$ cat src/rtl/bin_to_bcd_seq_if.sv
// Handshake bundle between a binary producer and the BCD converter.
// The master side drives bin_in/bin_valid; the slave returns ready and the held result.
interface bin_to_bcd_seq_if #(
  parameter int IN_WIDTH = 14
);
  logic [IN_WIDTH-1:0] bin_in;
  logic                bin_valid;
  logic                bin_ready;
  logic [15:0]         bcd_out;
  logic                bcd_valid;
  logic                overflow;

  modport master (
    output bin_in, bin_valid,
    input  bin_ready, bcd_out, bcd_valid, overflow
  );

  modport slave (
    input  bin_in, bin_valid,
    output bin_ready, bcd_out, bcd_valid, overflow
  );
endinterface

$ cat src/rtl/bin_to_bcd_seq.sv
// Iterative double-dabble binary-to-BCD converter, one bit per clock; result held between runs.
// Latency IN_WIDTH+1 cycles from accept to bcd_valid; bin_ready is low while converting, no queueing.
module bin_to_bcd_seq #(
  parameter int IN_WIDTH = 14
) (
  input  logic             CLOCK_IN,
  input  logic             reset,
  bin_to_bcd_seq_if.slave  bus
);
  localparam int CNT_W = 5;

  typedef enum logic [1:0] {
    IDLE  = 2'd0,
    SHIFT = 2'd1,
    DONE  = 2'd2
  } state_t;

  state_t                state_q, state_d;
  logic [IN_WIDTH-1:0]   bin_q, bin_d;
  logic [15:0]           scratch_q, scratch_d;
  logic [CNT_W-1:0]      step_q, step_d;
  logic                  ovf_pend_q, ovf_pend_d;
  logic [15:0]           bcd_q, bcd_d;
  logic                  bcd_vld_q, bcd_vld_d;
  logic                  ovf_q, ovf_d;

  logic [15:0]           adj;
  logic [15+IN_WIDTH:0]  shifted;
  logic [31:0]           bin_ext;

  // Every digit is corrected from the same pre-step value; 4-bit adds drop any carry.
  always_comb begin
    adj = scratch_q;
    for (int i = 0; i < 4; i++) begin
      if (scratch_q[i*4 +: 4] >= 4'd5) begin
        adj[i*4 +: 4] = scratch_q[i*4 +: 4] + 4'd3;
      end
    end
    shifted = {adj, bin_q} << 1;
  end

  assign bin_ext = 32'(bus.bin_in);

  always_comb begin
    state_d    = state_q;
    bin_d      = bin_q;
    scratch_d  = scratch_q;
    step_d     = step_q;
    ovf_pend_d = ovf_pend_q;
    bcd_d      = bcd_q;
    ovf_d      = ovf_q;
    bcd_vld_d  = 1'b0;

    case (state_q)
      IDLE: begin
        if (bus.bin_valid) begin
          bin_d      = bus.bin_in;
          scratch_d  = '0;
          step_d     = '0;
          ovf_pend_d = (bin_ext > 32'd9999);
          state_d    = SHIFT;
        end
      end
      SHIFT: begin
        scratch_d = shifted[15+IN_WIDTH:IN_WIDTH];
        bin_d     = shifted[IN_WIDTH-1:0];
        step_d    = step_q + CNT_W'(1);
        if (step_q == CNT_W'(IN_WIDTH - 1)) begin
          state_d = DONE;
        end
      end
      DONE: begin
        // Overflow is decided at accept time, so the scratch digits are not trusted here.
        bcd_d     = ovf_pend_q ? 16'h9999 : scratch_q;
        ovf_d     = ovf_pend_q;
        bcd_vld_d = 1'b1;
        state_d   = IDLE;
      end
      default: begin
        state_d = IDLE;
      end
    endcase
  end

  always_ff @(posedge CLOCK_IN) begin
    if (reset) begin
      state_q    <= IDLE;
      bin_q      <= '0;
      scratch_q  <= '0;
      step_q     <= '0;
      ovf_pend_q <= 1'b0;
      bcd_q      <= '0;
      bcd_vld_q  <= 1'b0;
      ovf_q      <= 1'b0;
    end else begin
      state_q    <= state_d;
      bin_q      <= bin_d;
      scratch_q  <= scratch_d;
      step_q     <= step_d;
      ovf_pend_q <= ovf_pend_d;
      bcd_q      <= bcd_d;
      bcd_vld_q  <= bcd_vld_d;
      ovf_q      <= ovf_d;
    end
  end

  assign bus.bin_ready = (state_q == IDLE);
  assign bus.bcd_out   = bcd_q;
  assign bus.bcd_valid = bcd_vld_q;
  assign bus.overflow  = ovf_q;
endmodule

$ cat src/flat_wrapper.sv
// flat-port wrapper written by rule: the top's interface ports become plain ports
module bin_to_bcd_seq_flat 
#(
  parameter int IN_WIDTH = 14
)
  (CLOCK_IN, reset, bus_bin_in, bus_bin_valid, bus_bin_ready, bus_bcd_out, bus_bcd_valid, bus_overflow);
  bin_to_bcd_seq_if #(.IN_WIDTH(IN_WIDTH)) bus_i ();
  input  logic CLOCK_IN;
  input  logic reset;
  input wire logic [$bits(bus_i.bin_in)-1:0] bus_bin_in;
  input wire logic [$bits(bus_i.bin_valid)-1:0] bus_bin_valid;
  output wire logic [$bits(bus_i.bin_ready)-1:0] bus_bin_ready;
  output wire logic [$bits(bus_i.bcd_out)-1:0] bus_bcd_out;
  output wire logic [$bits(bus_i.bcd_valid)-1:0] bus_bcd_valid;
  output wire logic [$bits(bus_i.overflow)-1:0] bus_overflow;
  assign bus_i.bin_in = bus_bin_in;
  assign bus_i.bin_valid = bus_bin_valid;
  assign bus_bin_ready = bus_i.bin_ready;
  assign bus_bcd_out = bus_i.bcd_out;
  assign bus_bcd_valid = bus_i.bcd_valid;
  assign bus_overflow = bus_i.overflow;
  bin_to_bcd_seq #(.IN_WIDTH(IN_WIDTH)) u_core (.CLOCK_IN(CLOCK_IN), .reset(reset), .bus(bus_i));
endmodule
$ cat config.mk
export PLATFORM = sky130hd
export DESIGN_NAME = bin_to_bcd_seq_flat
export DESIGN_NICKNAME = d
export VERILOG_FILES = /design/src/rtl/bin_to_bcd_seq_if.sv /design/src/rtl/bin_to_bcd_seq.sv /design/src/flat_wrapper.sv
export SDC_FILE = /design/constraint.sdc
export NUM_CORES = 1
export LEC_CHECK = 0
export ABC_AREA = 1
export CAP_MARGIN = 25
export CORE_MARGIN = 3
export CORE_UTILIZATION = 50
export CTS_CLUSTER_SIZE = 28
export DETAILED_ROUTE_END_ITERATION = 8
export GPL_TIMING_DRIVEN = 0
export PLACE_DENSITY = 0.78
export SYNTH_ARGS = -nofsm -noshare
export SYNTH_HDL_FRONTEND = slang
export SYNTH_SLANG_ARGS = --single-unit
$ cat constraint.sdc
create_clock -name CLOCK_IN -period 2 [get_ports CLOCK_IN]
set_input_delay 0.2 -clock CLOCK_IN [delete_from_list [all_inputs] [get_ports CLOCK_IN]]
set_output_delay 0.2 -clock CLOCK_IN [all_outputs]
set_load 0.02 [all_outputs]
==> flow_summary.toml, run 1 <==
[die]
ios = 36
coreArea_sq_um = 4817
die_h_um = 77.31
dieArea_sq_um = 5977
num_rows = 25
die_w_um = 77.31
start_util_pct = 52.78

[detailed_routing]
drt.antenna.violating_nets = 0
wl_um = 5713
wl_per_cell_um = 12.42
viasPerCell = 5.117
vias = 2354
drtPass1Iterations = 4
drt-initial-drc-count = 188
drc = 0

[placement]
dp_hpwl_um = 4101
place_area_sq_um = 2967
port_buffers = 34
placed_cells = 452
gp_congestion = 0.7851

[yosys]
synth_edf_count = 0
synth.net_count = 378
synth_top_area_cell = "dfxtp_1"
async_flop_share_pct = 0
yosys_warnings = 0
synth_top_area_share_pct = 44.09
synthCells = 351
ys_types = 26
synth-seq-cells = 56
yosys-top-cells-area = "dfxtp_1, nand2_1, a21oi_1"
synth_area_per_cell_sq_um = 7.243
synthFlopType = "dfxtp_1"
synth.yosys.seq_area_share_pct = 44.09
syn_area_sq_um = 2542

[clock_tree]
cts.path.max_buffers = 2
clk_pin_slew_ps = 90
worstSkewPairLatency_ps = 310
cts_sinks = 56
cts_max_level = 2
post_cts_buffers = 0
cts_resized = 0
clockRootBuffer = "clkbuf_8"
cts_tree = "yes"
numCtsBuffers = 5
ctsHoldBuffers = 0

[finish]
drive_gt1_share_pct = 5.852
fill_cells = 479
postLayoutCellArea_sq_um = 3057
diodes = 0
area_growth_pct = 20.23
fin_cells = 460
multiInputGateArea_sq_um = 1215
regArea_sq_um = 1121
nets = 419

[sta]
slew-limit-headroom_pct = 64.83
hold_violations = 0
tightest_slew_ps = 527.5
timing.fmax_ghz = 0.5840
setup_violations = 0
fin_crit_ps = 1712
setup_tns_ps = 0
finalCritPeriodShare_pct = 85.62
fin_skew_ps = 4.349
rsz0062_at_grt = "false"
final_max_slew_viol_count = 0

[global_route]
grt_max_degree = 16
grt_antenna_before_repair = 0
track_usage_pct = 19.63
grt_pass1_wl_um = 9439
grt_pass1_vias = 2108
grt_overflow = 0

[critical_path]
cp_max_fo = 4
rr_endpoint = "u_core.scratch_q[4]"
critPathKind = "reg -> out"
regToRegStartpoint = "u_core.scratch_q[0]"
r2r_cells = 9
worst_ep_arrival_time_ps = 1510
required_ps = 1800
reg2reg_slack_ps = 590
cp-end-kind = "primary output"
crit_path_start_kind = "flip-flop"

[worst_hold_path]
worstHoldStart = "reset"
hold_depth = 2
min_path_type = "in -> reg"
holdPathEnd = "u_core.state_q[0]"

[pwr]
ir_drop_v = 0.0004252
power_density_nw_per_um2 = 654.2
power_leakage_nw = 1.164

[status]
status = "finished clean"

[run]
drv_cap = 0
Yosys cell counts, types with 3 or more instances:
cell type,number
a21oi_1,38
a31oi_1,7
buf_2,3
buf_4,4
clkbuf_1,5
dfxtp_1,56
ha_1,10
inv_1,30
nand2_1,103
nand3_1,24
nand4_1,8
nor2_1,26
o211ai_1,4
o21ai_0,17
o22ai_1,3
cell families after synthesis:
family                   after synthesis  share of synthesized area (%)
flip-flops                            56                          44.09
AND/OR/NAND/NOR                      167                          27.90
AO/OA/AOI/OAI                         71                          14.96
adder cells (fa/ha/maj)               10                          4.921
buffers and inverters                 47                          8.120
critical path, cell delays in order (launching register included):
cell	delay, ps
dfxtp_1	370
nor2_1	200
clkdlybuf4s50_1	640
state kept, by name (all words and copies together) (netlist names):
name / cells
u_core.bus.bcd_out: 16
u_core.scratch_q: 16
u_core.bin_q: 14
u_core.step_q: 5
u_core.state_q: 2
u_core.bus.bcd_valid: 1
u_core.bus.overflow: 1
u_core.ovf_pend_q: 1
layer usage:
| layer | up-vias | track usage [%] | part of all wire, % |
|---|---|---|---|
| met2 | 64 | 33.07 | 47 |
| met5 | - | 0 | 0 |
| met3 | 5 | 4.577 | 5.2 |
| li1 | 1233 | - | - |
| met1 | 1052 | 24.09 | 47 |
| met4 | 0 | 7.651 | 0.82 |
power breakdown:
group,switching (mW),internal [mW]
registers,0.0212,1.14
logic,0.120,0.0751
clock network,0.358,0.284
cells in the final DEF, fill, tap and decap left out:
cell             instances
a21oi_1                 38
a22oi_1                  1
a31oi_1                  7
buf_2                    3
buf_4                    4
buf_6                    1
clkbuf_1                 7
clkbuf_8                 6
clkdlybuf4s50_1         34
clkinv_2                 1
dfxtp_1                 56
ha_1                    10
inv_1                   30
inv_2                    2
inv_4                    1
nand2_1                103
nand2_2                  2
nand3_1                 24
nand4_1                  8
nor2_1                  26
nor2_2                   1
nor2_4                   1
nor2_8                   1
nor3_1                   1
o211ai_1                 4
o21ai_0                 17
o21ai_1                  1
o22ai_1                  3
how the worst max path moves through the flow:
stage                            startpoint                  end  slack [ps]  cells after the start
after CTS                 u_core.state_q[0]        bus_bin_ready         280                      2
after global routing      u_core.state_q[0]        bus_bin_ready         180                      2
after floorplan           u_core.state_q[0]      u_core.bin_q[3]         700                      5
after detailed placement      bus_bin_valid  u_core.scratch_q[6]         500                      6
final                     u_core.state_q[0]        bus_bin_ready         290                      2
after global placement        bus_bin_valid  u_core.scratch_q[7]         520                      6
cell type report:
class / instances / area share (%)
Buffer: 13 / 2.456
Tap cell: 67 / 2.743
Clock buffer: 8 / 2.947
Sequential cell: 56 / 36.68
Timing Repair Buffer: 34 / 11.13
Multi-Input combinational cell: 248 / 39.75
Inverter: 34 / 4.298
per-stage QoR:
step / hold WS [ps] / power (mW) / utilization (%) / worst slack (ps)
final: 294.6 / 2.000 / 63.45 / 287.5
after global routing: 312.4 / 2.085 / 63.45 / 180.2
after CTS: 295.8 / 2.006 / 63.45 / 279.3
after detailed placement: 454.7 / 1.384 / 61.58 / 499.4
after global placement: 449.4 / 1.378 / 61.58 / 517.7
after floorplan: 312.7 / 1.300 / - / 701.5
(Power assumes the default switching activity.)
==> run 2: changes to the inputs <==
==> constraint.sdc (replaced) <==
create_clock -name CLOCK_IN -period 1.87 [get_ports CLOCK_IN]
set_input_delay 0.187 -clock CLOCK_IN [delete_from_list [all_inputs] [get_ports CLOCK_IN]]
set_output_delay 0.187 -clock CLOCK_IN [all_outputs]
set_load 0.02 [all_outputs]
==> results of run 2 <==
Same layout as run 1 (identical final DEF). Status: finished clean.
Among the figures that moved: setup slack after placement 499.4 ps -> 382.4 ps; setup slack after layout 287.5 ps -> 170.5 ps; hold slack 294.6 ps -> 281.6 ps; register-to-register setup slack 590 ps -> 460 ps; total power 2.000 mW -> 2.139 mW; worst IR drop on VDD 0.0004252 V -> 0.0004547 V
==> run 3: changes to the inputs <==
--- a/config.mk
+++ b/config.mk
@@ -12,7 +12,7 @@
 export CTS_CLUSTER_SIZE = 28
 export DETAILED_ROUTE_END_ITERATION = 8
 export GPL_TIMING_DRIVEN = 0
-export PLACE_DENSITY = 0.78
+export PLACE_DENSITY = 0.73
 export SYNTH_ARGS = -nofsm -noshare
 export SYNTH_HDL_FRONTEND = slang
 export SYNTH_SLANG_ARGS = --single-unit
==> run 3 against run 2 <==
Net effect: die area is the same; cell count is the same; sequential share of layout area down 0.25 points; clock power is 16% higher; critical endpoint unchanged; largest cell class unchanged; largest power group unchanged.
==> flow_summary.toml, run 3 (synthesis results as in run 1) <==
[placement]
gp_congestion = 0.8118
dp_hpwl_um = 4169
place_ws_ps = 377.6
port_buffers = 34

[worst_hold_path]
hold_depth = 2
min_path_type = "in -> reg"
worstHoldStart = "reset"
holdPathEnd = "u_core.state_q[0]"

[sta]
setup_violations = 0
fin_crit_ps = 1672
finalCritPeriodShare_pct = 89.39
final_max_slew_viol_count = 0
setup_tns_ps = 0
fin_skew_ps = 8.935
rsz0062_at_grt = "false"
slew-limit-headroom_pct = 63.83
worst_slack_ps = 198.3
timing.fmax_ghz = 0.5982
hold_violations = 0
tightest_slew_ps = 542.5

[critical_path]
critPathKind = "reg -> out"
rr_endpoint = "u_core.scratch_q[8]"
critPathMaxStageDelay_ps = 630
regToRegStartpoint = "u_core.scratch_q[4]"
cp_max_fo = 4
worstPathCellList = "nor2_1 > clkdlybuf4s50_1"
reg2reg_slack_ps = 470
critPathLaunch = "u_core.state_q[0]"
worst_ep_arrival_time_ps = 1480
crit_path_start_kind = "flip-flop"
cp_top_family = "buffers and inverters"
r2r_cells = 9
path_buf_inv = 1
cp-end-kind = "primary output"
slowest_stage = "clkdlybuf4s50_1"
required_ps = 1680

[detailed_routing]
wl_met2_um = 2730
vias = 2406
drtPass1Iterations = 4
drt-initial-drc-count = 175
drc = 0
met3_length_um = 342
wl_per_cell_um = 12.52
viasPerCell = 5.230
topRoutingLayerUsed = "met4"
wl_um = 5759
wirelength_met1_um = 2603
drt.antenna.violating_nets = 0

[finish]
final_cell_mix = "nand2_1, dfxtp_1, a21oi_1"
fill_cells = 460
mostFrequentLayoutCell = "nand2_1"
nets = 419
regArea_sq_um = 1121
multiInputGateArea_sq_um = 1215
area_growth_pct = 21.06
drive_gt1_share_pct = 6.361
diodes = 0

[clock_tree]
post_cts_buffers = 0
cts_max_level = 2
numCtsBuffers = 5
cts_tree = "yes"
cts.path.max_buffers = 2
ctsHoldBuffers = 0
worstSkewPairLatency_ps = 310
cts_resized = 0
clockRootBuffer = "clkbuf_8"
clk_pin_slew_ps = 90
cts_sinks = 56

[global_route]
grt_pass1_vias = 2207
grt_overflow = 0
grt_pass1_wl_um = 9873
grt_antenna_before_repair = 0
track_usage_pct = 20.31
grt_max_degree = 18

[die]
die_h_um = 77.31
num_rows = 25
dieArea_sq_um = 5977
coreArea_sq_um = 4817
ios = 36
die_w_um = 77.31
start_util_pct = 52.78

[pwr]
ir_drop_v = 0.0004243
power_density_nw_per_um2 = 730.3
power_leakage_nw = 1.173

[status]
status = "finished clean"

[run]
drv_cap = 0
-- run 3: cell count changes in the layout (fill, tap and decap cells not counted) --
cell        delta
clkinvlp_4     +1
clkbuf_1       -2
clkbuf_8       -1
clkinv_2       +1
bufinv_16      +1
-- run 3: power breakdown --
part | internal [mW] | switching (mW)
Combinational | 0.0803 | 0.129
Clock | 0.397 | 0.398
Sequential | 1.22 | 0.0221
-- run 3: worst max-delay path by stage --
stage / to / slack (ps) / cells after the start
3_5_place_dp: u_core.scratch_q[7] / 380 / 6
5_1_grt: bus_bin_ready / 110 / 2
3_3_place_gp: u_core.scratch_q[7] / 410 / 6
4_1_cts: bus_bin_ready / 170 / 2
2_1_floorplan: u_core.bin_q[3] / 570 / 5
6_report: bus_bin_ready / 200 / 2
-- run 3: per-layer routing --
metal  vias up  global-route usage (%)
li1       1234                       -
met1      1105                   25.40
met2        61                   34.80
met3         6                   4.108
met4         0                   6.584
met5         -                       0
-- run 3: final cells by class --
cell class              instances  area share [%]
plain buffers                  13           2.439
clock buffers                   5           2.236
clock inverters                 3           1.382
inverters                      34           4.268
multi-input cells             248           39.47
flip-flops and latches         56           36.42
well taps                      67           2.724
repair buffers                 34           11.06
-- run 3: metrics by stage --
step / util, % / power [mW] / hold slack [ps] / std cells / cell area [sq um]
after floorplan: - / 1.391 / 299.7 / 351 / 2542
after global placement: 61.58 / 1.476 / 449.9 / 452 / 2967
after detailed placement: 61.58 / 1.481 / 455.3 / 452 / 2967
after CTS: 63.90 / 2.268 / 256.0 / 460 / 3078
after global routing: 63.90 / 2.344 / 298.2 / 460 / 3078
final: 63.90 / 2.248 / 272.7 / 460 / 3078
